==> config.mk <==
export PLATFORM = sky130hd
export DESIGN_NAME = song_reader
export DESIGN_NICKNAME = d
export VERILOG_FILES = /design/src/rtl/song_pkg.sv /design/src/rtl/song_reader.sv
export SDC_FILE = /design/constraint.sdc
export NUM_CORES = 1
export LEC_CHECK = 0
export ABC_AREA = 1
export BUFFER_PORTS_ARGS = -buffer_cell sky130_fd_sc_hd__buf_2
export CAP_MARGIN = 15
export CORE_UTILIZATION = 53
export DETAILED_ROUTE_END_ITERATION = 7
export PLACE_DENSITY_LB_ADDON = 0.15
export SLEW_MARGIN = 20
export SYNTH_ARGS = -nofsm -noshare
export SYNTH_HDL_FRONTEND = slang
export SYNTH_SLANG_ARGS = --single-unit
==> constraint.sdc <==
create_clock -name clk -period 2.4 [get_ports clk]
set_input_delay 0.36 -clock clk [delete_from_list [all_inputs] [get_ports clk]]
set_output_delay 0.36 -clock clk [all_outputs]
set_load 0.02 [all_outputs]
==> src/rtl/song_pkg.sv <==
//==============================================================================
// Module   : song_pkg
// Brief    : Shared widths, state encoding and ROM-word field helpers.
// Revision : 1.0 - initial release
//==============================================================================
`default_nettype none

package song_pkg;

    localparam int SONG_BITS  = 2;
    localparam int IDX_BITS   = 5;
    localparam int NOTE_W     = 6;
    localparam int DUR_W      = 6;
    localparam int ROM_ADDR_W = SONG_BITS + IDX_BITS;
    localparam int WORD_W     = NOTE_W + DUR_W;

    localparam logic [DUR_W-1:0]    END_DUR   = '0;
    localparam logic [NOTE_W-1:0]   REST_NOTE = '0;
    localparam logic [IDX_BITS-1:0] LAST_IDX  = '1;

    typedef enum logic [2:0] {
        IDLE  = 3'd0,
        FETCH = 3'd1,
        READ  = 3'd2,
        WAIT  = 3'd3,
        DONE  = 3'd4
    } state_t;

    function automatic logic [NOTE_W-1:0] word_note(input logic [WORD_W-1:0] w);
        return w[WORD_W-1:DUR_W];
    endfunction

    function automatic logic [DUR_W-1:0] word_dur(input logic [WORD_W-1:0] w);
        return w[DUR_W-1:0];
    endfunction

endpackage

`default_nettype wire

==> src/rtl/song_reader.sv <==
//==============================================================================
// Module   : song_reader
// Brief    : Walks one song in the note ROM and issues notes to the player.
// Revision : 1.0 - initial release
//==============================================================================
`default_nettype none

module song_reader
    import song_pkg::*;
(
    input  logic                  clk,
    input  logic                  rst_n,
    input  logic                  play,
    input  logic [SONG_BITS-1:0]  song,
    output logic [ROM_ADDR_W-1:0] rom_addr,
    input  logic [WORD_W-1:0]     rom_dout,
    input  logic                  note_done,
    output logic                  new_note,
    output logic [NOTE_W-1:0]     note,
    output logic [DUR_W-1:0]      duration,
    output logic                  song_done
);

    state_t                r_state;
    logic [SONG_BITS-1:0]  r_song_q;
    logic [IDX_BITS-1:0]   r_idx;
    logic                  r_pending;

    logic                  w_song_change;
    logic                  w_active;
    logic                  w_advance;

    assign w_song_change = (song != r_song_q);
    assign w_active      = (r_state == FETCH) || (r_state == READ) || (r_state == WAIT);
    // A note_done seen during pause is remembered and acted on once play returns
    assign w_advance     = play && (note_done || r_pending);
    assign rom_addr      = {r_song_q, r_idx};

    always_ff @(posedge clk or negedge rst_n) begin
        if (!rst_n) begin
            r_state   <= IDLE;
            r_song_q  <= '0;
            r_idx     <= '0;
            r_pending <= 1'b0;
            new_note  <= 1'b0;
            song_done <= 1'b0;
            note      <= REST_NOTE;
            duration  <= '0;
        end else begin
            new_note  <= 1'b0;
            song_done <= 1'b0;
            if (w_active && w_song_change) begin
                r_song_q  <= song;
                r_idx     <= '0;
                r_pending <= 1'b0;
                r_state   <= FETCH;
            end else begin
                case (r_state)
                    IDLE: begin
                        if (play) begin
                            r_song_q  <= song;
                            r_idx     <= '0;
                            r_pending <= 1'b0;
                            r_state   <= FETCH;
                        end
                    end
                    FETCH: begin
                        if (play) begin
                            r_state <= READ;
                        end
                    end
                    READ: begin
                        if (word_dur(rom_dout) == END_DUR) begin
                            song_done <= 1'b1;
                            r_state   <= DONE;
                        end else begin
                            note     <= word_note(rom_dout);
                            duration <= word_dur(rom_dout);
                            new_note <= 1'b1;
                            r_state  <= WAIT;
                        end
                    end
                    WAIT: begin
                        if (w_advance) begin
                            r_pending <= 1'b0;
                            if (r_idx == LAST_IDX) begin
                                song_done <= 1'b1;
                                r_state   <= DONE;
                            end else begin
                                r_idx   <= r_idx + IDX_BITS'(1);
                                r_state <= FETCH;
                            end
                        end else if (note_done) begin
                            r_pending <= 1'b1;
                        end
                    end
                    DONE: begin
                        if (!play || w_song_change) begin
                            r_state <= IDLE;
                        end
                    end
                    default: r_state <= IDLE;
                endcase
            end
        end
    end

endmodule

`default_nettype wire

# Word-level counts from Yosys, hierarchy flattened
# Cells that the tools add are included.
# classes
add_sub_neg,1
eq_ne,12
mux,29
bitwise,2
n_reduce_logical,17
# op_table
op,n
$mux W3,7
$mux W5,4
$pmux W3 S5,1
$mux W1,11
$pmux W5 S2,1
$ne A3 B3 Y1 const B,3
$reduce_and A4 Y1,2
$eq A3 B2 Y1 const B,2
$logic_not A6 Y1,1
$mux W2,3
$ne A3 B2 Y1 const B,2
$reduce_and A3 Y1,2
$add A5 B1 Y5 const B,1
$eq A5 B5 Y1 const B,1
$logic_or A1 B1 Y1,4
$ne A4 B3 Y1 const B,1
$pmux W1 S2,2
$reduce_bool A2 Y1,2
$eq A3 B1 Y1 const B,1
$eq A3 B3 Y1 const B,1
$logic_not A3 Y1,1
$reduce_bool A3 Y1,1
$logic_and A1 B1 Y1,2
$ne A2 B2 Y1,1
other kinds (3),4
# totals
reg_bits,25
output_inout_bits,21
elab_cells,69

# Depth between registers and ports, before layout
# Gate-level depths: netlist of run 1.
# logic_depth
word_depth,6
mapped_depth,10
mapped_depth_nobuf,9

# Worst setup path before layout of run 1
# No wires, ideal clock.
# synth_path
path_type,flip-flop to flip-flop
startpoint,reg r_idx[0]
endpoint,reg r_idx[0]
setup_ns,0.118
arrival_time_ns,1.538
t_required_ns,2.282
setup_slack_ns,0.743
stages_incl_launch_ff,9
period_less_slack_ns,1.657
cell_sequence,dfrtp_1 -> ha_1 -> nand2_1 -> nor2_1 -> ha_1 -> o211ai_2 -> nand3_2 -> nand2_1 -> nand2_1
# synth_via
elab_chain_cells,5
word_cells_on_any_way,8
# synth_lines
item,line,rtl
start: declaration,song_reader.sv:26,logic [IDX_BITS-1:0] r_idx;
start signal: assignment,song_reader.sv:90,r_idx <= r_idx + IDX_BITS'(1);
$add A5 B1 Y5,song_reader.sv:90,
$mux W5,song_reader.sv:86,if (r_idx == LAST_IDX) begin
$mux W5,song_reader.sv:84,if (w_advance) begin
$pmux W5 S2,song_reader.sv:58,case (r_state)
$mux W5,song_reader.sv:52,if (w_active && w_song_change) begin
# Several ways; a longest one is shown, not always the timed one. The select of a mux whose other input is x is not followed.
# A chain may end at the register's enable or synchronous reset.

# Worst setup path in the final report of run 1
# layout_path
startpoint,reg r_idx[0]
endpoint,reg r_idx[1]
# Same word-level chain as after synthesis.

==> results of run 1 <==
-- metrics by stage --
| step | hold WS (ns) | setup WS (ns) | area, sq um | util |
|---|---|---|---|---|
| 2_1_floorplan | 0.0644 | 0.743 | 1360 | - |
| 3_3_place_gp | 0.376 | 0.766 | 1570 | 0.640 |
| 3_5_place_dp | 0.383 | 0.719 | 1570 | 0.640 |
| 4_1_cts | 0.0124 | 0.702 | 1600 | 0.651 |
| 5_1_grt | 0.0382 | 0.567 | 1600 | 0.651 |
| 6_report | 0.0101 | 0.692 | 1600 | 0.651 |
-- final cells by class --
| cell class | instances | share of cell area |
|---|---|---|
| multi-input combinational | 135 | 0.409 |
| sequential | 25 | 0.392 |
| tap | 30 | 0.0235 |
| clock inverter | 1 | 0.00313 |
| inverter | 17 | 0.0399 |
| timing repair buffer | 38 | 0.119 |
| clock buffer | 3 | 0.0141 |
-- power by group through the flow --
stage	clock, uW	sequential (uW)	combinational [uW]
5_1_grt	214	665	932
3_5_place_dp	0	652	840
3_3_place_gp	0	643	819
6_report	186	644	834
2_1_floorplan	0	800	456
4_1_cts	197	644	842
-- placed cells by master (no fill, tap or decap), drive strengths merged --
| cell type | count |
|---|---|
| clkbuf | 3 |
| nand2 | 80 |
| o22ai | 1 |
| nor2 | 21 |
| buf | 38 |
| o211ai | 1 |
| a21oi | 2 |
| ha | 2 |
| dfrtp | 25 |
| nand4 | 8 |
| nand3 | 14 |
| o21ai | 5 |
| inv | 17 |
| nand3b | 1 |
| clkinv | 1 |
-- critical path, stage by stage (launching register included) --
cell and delay [ns]:
dfrtp_1 0.46, ha_1 0.23, nand2_1 0.08, nor2_1 0.05
ha_1 0.19, o211ai_2 0.29, nand3_2 0.18, nand2_1 0.09
nand2_1 0.05
-- kinds of logic (layout without fill, tap and decap cells) --
kind of cell | count (synthesis) | after routing
AOI/OAI and AO/OA | 9 | 9
adders and majority gates | 2 | 2
buffers and inverters | 19 | 59
DFF | 25 | 25
and+or+nand+nor | 124 | 124
-- flip-flops by register name, indices dropped and copies added, names as in the netlist --
register,flops
r_state,3
new_note,1
duration,6
song_done,1
r_pending,1
r_song_q,2
note,6
r_idx,5
-- per-layer routing --
layer / up-vias / part of all wire / wire length [microns] / GRT usage
met5: - / 0 / 0 / 0
met4: 0 / 0.0062 / 17 / 0.0658
met3: 2 / 0.043 / 117 / 0.0377
met2: 28 / 0.48 / 1310 / 0.365
met1: 569 / 0.47 / 1280 / 0.284
li1: 648 / - / - / -
-- path summary, 6_finish.rpt --
path / from / to / slack (ns)
min in group clk: rom_dout[6] / note[0] / 0.22
max: r_idx[0] / r_idx[1] / 0.69
min reg2reg: note[4] / note[4] / 0.49
max in group asynchronous: rst_n / duration[3] / 2.02
min: rst_n / song_done / 0.01
max reg2reg: r_idx[0] / r_idx[1] / 0.69
==> results.sh, run 1 <==
export IMPL_rows=18
export IMPL_startpoint_type="register"
export IMPL_synth_edf_count=0
export IMPL_synth_xor_area_share=0
export IMPL_clock_latency_ns=0.32
export IMPL_cts_setup_buffers=0
export IMPL_nets=240
export IMPL_wl_per_cell_microns=10.9
export IMPL_period_needed_ns=1.71
export IMPL_synth_top_family_by_area="simple AND/OR/NAND/NOR gates"
export IMPL_die_width_microns=52.7
export IMPL_vias=1247
export IMPL_status="finished, final reports clean"
export IMPL_power_internal_uw=885
export IMPL_reg2regPathDepth=8
export IMPL_cts_resized=0
export IMPL_root_buffer="clkbuf_4"
export IMPL_cts_buffer_depth=2
export IMPL_min_path_type="primary input to asynchronous set/reset pin"
export IMPL_synth_simple_area_share=0.422
export IMPL_synth_adder_area_share=0.0184
export IMPL_synth_area_sq_um=1360
export IMPL_synth_seq_cells=25
export IMPL_skew_ns=0.00934
export IMPL_ir_worst_vdd_mv=0.712
export IMPL_p_total_uw=1660
export IMPL_track_usage=0.218
export IMPL_drv_cap=0
export IMPL_drc_errors=0
export IMPL_ctsHtreeMaxLevel=1
export IMPL_finalNonFillerCells=249
export IMPL_area_delta_synth_final_pct=17.4
export IMPL_synth_common_cells="nand2_1, dfrtp_1, nor2_1"
export IMPL_pwr_share_clk=0.112
export IMPL_yosysWarningCount=0
export IMPL_die_area_sq_um=2780
export IMPL_cp_data_arrival_time_ns=1.94
export IMPL_rsz0062_at_grt="false"
export IMPL_multi_input_area_sq_um=653
export IMPL_synth_compound_area_share=0.0395
export IMPL_critPathKind="register to register"
export IMPL_p_sw_uw=780
export IMPL_cp_max_fo=6
export IMPL_placement_io_buffers=38
export IMPL_yosys_top_cells_area="dfrtp_1, nand2_1, nor2_1, inv_1, nand3_1"
export IMPL_yosysSeqAreaShare=0.460
export IMPL_tightest_slew_ns=0.561
export IMPL_synthCells=179
export IMPL_syn_nets=199
export IMPL_hold_violations=0
export IMPL_placed_cells_incl_taps=245
export IMPL_first_pass_iters=4
export IMPL_core_area_sq_um=2450
export IMPL_grt_pass1_vias=1076
export IMPL_setup_violations=0
export IMPL_regArea_sq_um=626
export IMPL_via_per_inst=5.01
export IMPL_ant_nets=0
export IMPL_yosysMostFrequentCell="nand2_1"
export IMPL_ys_flop_type="dfrtp_1"
export IMPL_cts_hold_buf=0
export IMPL_async_flop_share=1.00
export IMPL_dp_hpwl_microns=2110
export IMPL_start_util=0.555
export IMPL_end_kind="register"
export IMPL_ys_types=21
export IMPL_syn_avg_cell_area_sq_um=7.61
export IMPL_final_layout_size_suffix_gt1_frac=0.260
export IMPL_cts_buffers_inserted=3
export IMPL_path_clk_slew_ns=0.14
export IMPL_ios=39
export IMPL_n_antenna_cell=0
export IMPL_combPwrFrac=0.501
export IMPL_antenna_found_initial=0
export IMPL_maxClockFrequency_ghz=0.586
export IMPL_seq_power_share=0.387
export IMPL_p_sw_frac=0.468
export IMPL_min_period_over_period=0.712
export IMPL_totalWireLength_microns=2730
export IMPL_grt_pass1_wl_microns=4420
export IMPL_synthMuxAreaShare=0
export IMPL_cts_tree="built"
export IMPL_power_leakage_uw=0.000958
export IMPL_finalMaxSlewViolations=0
export IMPL_fillers=233
export IMPL_grt_overflow_total=0
export IMPL_drtIter0Drc=17
export IMPL_slew_headroom=0.626
export IMPL_powerDensity_nw_per_um2=1040
export IMPL_setup_tns_ns=0
export IMPL_yosysTopAreaCellShare=0.460
export IMPL_grt_max_degree=26
export IMPL_globalplace_congestion=0.837
export IMPL_synth_top_area_cell="dfrtp_1"
export IMPL_die_h_microns=52.7
export IMPL_cts_sinks=25
export IMPL_worst_ep_required_time_ns=2.63
Power figures use the tool's default switching activity.
==> inputs of run 2 (changes only) <==
--- a/config.mk
+++ b/config.mk
@@ -8,7 +8,7 @@
 export ABC_AREA = 1
 export BUFFER_PORTS_ARGS = -buffer_cell sky130_fd_sc_hd__buf_2
 export CAP_MARGIN = 15
-export CORE_UTILIZATION = 53
+export CORE_UTILIZATION = 51
 export DETAILED_ROUTE_END_ITERATION = 7
 export PLACE_DENSITY_LB_ADDON = 0.15
 export SLEW_MARGIN = 20
==> constraint.sdc (replaced) <==
create_clock -name clk -period 1.6 [get_ports clk]
set_input_delay 0.24 -clock clk [delete_from_list [all_inputs] [get_ports clk]]
set_output_delay 0.24 -clock clk [all_outputs]
set_load 0.02 [all_outputs]
==> run 2 against run 1 <==
  * Die area rose by 3.8%
  * Total power rose by 54%
  * Sequential share of layout area fell by 1.6 points
  * Utilization rose by 1.9 points
  * Hold slack improved by 0.085 ns
  * First-iteration DRC count rose to 2.5 times the previous value
  * Fmax rose by 9.2%
  * Flip-flop and latch count did not move
  * Critical endpoint is now r_idx[4]
  * Largest cell class unchanged
==> results.sh, run 2 (synthesized netlist as in run 1, its figures left out) <==
export IMPL_core_area_sq_um=2500
export IMPL_track_usage=0.226
export IMPL_use_met1=0.272
export IMPL_die_area_sq_um=2880
export IMPL_cp_data_arrival_time_ns=1.80
export IMPL_path_clk_slew_ns=0.13
export IMPL_end_kind="register"
export IMPL_fin_ws_ns=0.0357
export IMPL_period_needed_ns=1.56
export IMPL_die_width_microns=53.7
export IMPL_globalplace_congestion=0.821
export IMPL_n_antenna_cell=0
export IMPL_top_usage_layer="met2"
export IMPL_skew_ns=0.00302
export IMPL_reg_top3="duration (6), note (6), r_idx (5)"
export IMPL_cts_sinks=25
export IMPL_via_per_inst=5.22
export IMPL_dp_slack_ns=0.0241
export IMPL_drc_errors=0
export IMPL_grt_max_degree=26
export IMPL_power_leakage_uw=0.000980
export IMPL_powerDensity_nw_per_um2=1530
export IMPL_min_period_over_period=0.978
export IMPL_slew_headroom=0.625
export IMPL_clock_latency_ns=0.33
export IMPL_totalWireLength_microns=3190
export IMPL_final_layout_size_suffix_gt1_frac=0.302
export IMPL_fin_util=0.670
export IMPL_mostFrequentLayoutCell="nand2_1"
export IMPL_grt_pass1_vias=1179
export IMPL_cp_max_fo=5
export IMPL_drv_cap=0
export IMPL_start_util=0.545
export IMPL_nets=246
export IMPL_cts_buffer_depth=2
export IMPL_vias=1332
export IMPL_ant_nets=0
export IMPL_wl_per_cell_microns=12.5
export IMPL_ios=39
export IMPL_first_pass_iters=5
export IMPL_rows=18
export IMPL_status="finished, final reports clean"
export IMPL_hold_violations=0
export IMPL_rrSetupSlack_ns=0.04
export IMPL_grt_overflow_total=0
export IMPL_antenna_found_initial=0
export IMPL_dp_hpwl_microns=2210
export IMPL_grtUsageMet3=0.0254
export IMPL_grt_pass1_wl_microns=4710
export IMPL_root_buffer="clkbuf_4"
export IMPL_die_h_microns=53.7
export IMPL_cts_buffers_inserted=3
export IMPL_grt_util_met2=0.409
export IMPL_tightest_slew_ns=0.563
export IMPL_ir_worst_vdd_mv=1.02
export IMPL_setup_violations=0
export IMPL_worst_ep_required_time_ns=1.83
export IMPL_placement_io_buffers=38
export IMPL_cts_tree="built"
export IMPL_setup_tns_ns=0
export IMPL_ctsHtreeMaxLevel=1
export IMPL_maxClockFrequency_ghz=0.639
export IMPL_area_delta_synth_final_pct=23.0
export IMPL_startpoint_type="register"
export IMPL_drtIter0Drc=43
export IMPL_critPathKind="register to register"
export IMPL_rsz0062_at_grt="true"
export IMPL_hold_slack_ns=0.0951
export IMPL_min_path_type="primary input to register"
export IMPL_mostFrequentLayoutCells="nand2_1, buf_2, dfrtp_1"
export IMPL_finalMaxSlewViolations=0
==> run 2: path summary, 6_finish.rpt <==
| path | start | to | cells after the start |
|---|---|---|---|
| hold / removal | rom_dout[6] | note[0] | 3 |
| hold reg to reg | note[2] | note[2] | 2 |
| setup / recovery | r_idx[0] | r_idx[4] | 8 |
| max in group asynchronous | rst_n | r_idx[0] | 2 |
| min in group asynchronous | rst_n | duration[0] | 2 |
| setup reg to reg | r_idx[0] | r_idx[4] | 8 |
==> run 2: what timing repair did <==
action                                  4_1_cts  5_1_grt
buffers inserted                              0        4
resized for setup                             0        7
hold buffers                                  1        0
endpoints found under the setup margin        0       10
endpoints found under the hold margin        25        0
==> run 2: report_power, final <==
| group | internal, uW | leakage, uW | switching, uW | total [uW] |
|---|---|---|---|---|
| combinational | 417 | 0.000639 | 893 | 1310 |
| sequential | 836 | 0.000323 | 129 | 965 |
| clock | 94.0 | 0.0000177 | 193 | 287 |
| total | 1350 | 0.000980 | 1220 | 2560 |
==> run 2: cell type report <==
class | count | area, sq um
Fill cell | 226 | 826
Multi-Input combinational cell | 135 | 673
Inverter | 17 | 66.3
Tap cell | 30 | 37.5
Timing Repair Buffer | 44 | 241
Clock buffer | 3 | 22.5
Sequential cell | 25 | 628
Clock inverter | 1 | 5.00
==> run 2: per-stage QoR <==
step	total power, uW	area (sq um)	cells
floorplan	1890	1360	179
global placement	2200	1580	246
detailed placement	2250	1580	246
CTS	2550	1620	251
global route	2760	1670	255
finish	2560	1670	255
==> run 2: metal layers <==
metal	wire (microns)	up-vias
li1	-	664
met1	1360	630
met2	1660	35
met3	122	3
met4	43	0
met5	0	-
==> run 2: critical path, cell delays in order, from the launching register on <==
cell,delay (ns)
dfrtp_2,0.46
ha_4,0.18
nand2_2,0.08
nor2_2,0.04
ha_2,0.17
o211ai_2,0.21
nand3_2,0.17
nand2_1,0.10
nand2_1,0.05
==> inputs of run 3 (changes only) <==
--- a/config.mk
+++ b/config.mk
@@ -8,7 +8,7 @@
 export ABC_AREA = 1
 export BUFFER_PORTS_ARGS = -buffer_cell sky130_fd_sc_hd__buf_2
 export CAP_MARGIN = 15
-export CORE_UTILIZATION = 51
+export CORE_UTILIZATION = 30
 export DETAILED_ROUTE_END_ITERATION = 7
 export PLACE_DENSITY_LB_ADDON = 0.15
 export SLEW_MARGIN = 20
==> run 3 against run 2 <==
  * Register-to-register slack improved by 0.07 ns
  * Sequential power fell by 0.9%
  * Via count fell by 5.1%
  * Flip-flop and latch count did not move
  * Combinational power barely moved
  * Sequential share of layout area fell by 0.36 points
  * Total power rose by 2.0%
  * Fmax rose by 4.8%
  * Critical endpoint is now r_idx[2]
==> results.sh, run 3 (synthesized netlist as in run 1, its figures left out) <==
export IMPL_reg_top3="duration (6), note (6), r_idx (5)"
export IMPL_cts_sinks=25
export IMPL_rows=24
export IMPL_cp_slowest_stage_delay_ns=0.41
export IMPL_finalMaxSlewViolations=0
export IMPL_drv_cap=0
export IMPL_mostFrequentLayoutCell="nand2_1"
export IMPL_vias=1264
export IMPL_p_total_uw=2610
export IMPL_worstReg2RegEnd="r_idx[2]"
export IMPL_critPathKind="register to register"
export IMPL_hold_violations=0
export IMPL_cts_tree="built"
export IMPL_powerDensity_nw_per_um2=1550
export IMPL_first_pass_iters=4
export IMPL_end_kind="register"
export IMPL_totalWireLength_microns=2950
export IMPL_cpMaxStageDelayCell="dfrtp_2"
export IMPL_cts_setup_buffers=0
export IMPL_rrSetupSlack_ns=0.11
export IMPL_hold_start="rom_dout[11]"
export IMPL_reg2regPathDepth=8
export IMPL_ios=39
export IMPL_startpoint_type="register"
export IMPL_clock_latency_ns=0.26
export IMPL_maxClockFrequency_ghz=0.670
export IMPL_drtIter0Drc=56
export IMPL_min_to="note[5]"
export IMPL_min_path_type="primary input to register"
export IMPL_n_antenna_cell=0
export IMPL_die_area_sq_um=4810
export IMPL_start_util=0.313
export IMPL_status="finished, final reports clean"
export IMPL_root_buffer="clkbuf_8"
export IMPL_r2r_start="r_idx[0]"
export IMPL_fin_util=0.388
export IMPL_grt_max_degree=26
export IMPL_antenna_found_initial=0
export IMPL_final_area_sq_um=1690
export IMPL_hold_path_depth=3
export IMPL_slew_headroom=0.603
export IMPL_fillers=461
export IMPL_grt_pass1_wl_microns=5300
export IMPL_mostFrequentLayoutCells="nand2_1, buf_2, dfrtp_1"
export IMPL_cts_buffers_inserted=3
export IMPL_cp_common_cell="nand2_1"
export IMPL_dp_slack_ns=0.0864
export IMPL_ir_worst_vdd_mv=0.608
export IMPL_cts_buffer_depth=2
export IMPL_grt_pass1_vias=1201
export IMPL_globalplace_congestion=0.775
export IMPL_setup_tns_ns=0
export IMPL_ctsHtreeMaxLevel=1
export IMPL_placement_io_buffers=38
export IMPL_fin_ws_ns=0.107
export IMPL_drc_errors=0
export IMPL_cp_data_arrival_time_ns=1.65
export IMPL_via_per_inst=4.58
export IMPL_final_layout_size_suffix_gt1_frac=0.286
export IMPL_wl_per_cell_microns=10.7
export IMPL_setup_violations=0
export IMPL_ant_nets=0
export IMPL_nets=245
export IMPL_min_period_over_period=0.933
export IMPL_track_usage=0.134
export IMPL_die_width_microns=69.4
export IMPL_area_delta_synth_final_pct=24.2
export IMPL_dp_hpwl_microns=2220
export IMPL_path_clk_slew_ns=0.09
export IMPL_power_leakage_uw=0.000981
export IMPL_worst_ep_required_time_ns=1.76
export IMPL_path_cells="ha_2 -> nand2_2 -> nor2_1 -> ha_1 -> o211ai_2 -> nand3_2 -> nand2_1 -> nand2_1"
export IMPL_core_area_sq_um=4350
export IMPL_grt_overflow_total=0
export IMPL_cp_max_fo=5
export IMPL_tightest_slew_ns=0.596
export IMPL_die_h_microns=69.4
export IMPL_skew_ns=0.00199
export IMPL_period_needed_ns=1.49
export IMPL_dpl_cell_area_sq_um=1630
==> run 3: what timing repair did <==
action / in CTS / in global routing
endpoints found under the hold margin: 25 / 0
hold buffers: 1 / 0
setup endpoints to repair: 0 / 2
gates resized for setup: 0 / 2
==> run 3: worst max-delay path by stage <==
stage / end / slack (ns) / start / cells past startpoint
finish: r_idx[2] / 0.11 / r_idx[0] / 8
global route: r_idx[2] / -0.00006 / r_idx[0] / 8
CTS: r_idx[3] / 0.07 / r_idx[0] / 8
detailed placement: r_idx[3] / 0.09 / r_idx[0] / 8
global placement: r_idx[4] / 0.09 / r_idx[0] / 8
floorplan: r_idx[2] / 0.007 / r_idx[0] / 8
==> run 3: power breakdown <==
part | switching [uW] | internal, uW | total (uW)
combinational | 867 | 414 | 1280
clock | 200 | 178 | 378
sequential | 119 | 837 | 956
==> run 3: metal layers <==
layer / GRT usage / vias up / wire length (microns)
met5: 0 / - / 0
met3: 0.0262 / 4 / 157
li1: - / 659 / -
met4: 0.0272 / 0 / 28
met1: 0.199 / 559 / 1530
met2: 0.202 / 42 / 1230
==> run 3: cell type report <==
class	instances	area, sq um	share of cell area
inverters	17	63.8	0.0377
repair buffers	43	230	0.136
flip-flops and latches	25	628	0.372
multi-input cells	135	658	0.389
well taps	52	65.1	0.0385
clock buffers	4	45.0	0.0266
==> run 3: through the flow <==
stage / cells / hold WS [ns]
finish: 276 / 0.160
global route: 276 / 0.174
CTS: 276 / 0.158
detailed placement: 271 / 0.283
global placement: 271 / 0.280
floorplan: 179 / -0.0556
==> run 3: worst max-delay path, delay by kind of cell (launching register included) <==
| kind | cells | cell delay (ns) |
|---|---|---|
| adders and majority gates | 2 | 0.38 |
| AOI/OAI and AO/OA | 1 | 0.20 |
| and+or+nand+nor | 5 | 0.40 |
| DFF | 1 | 0.41 |
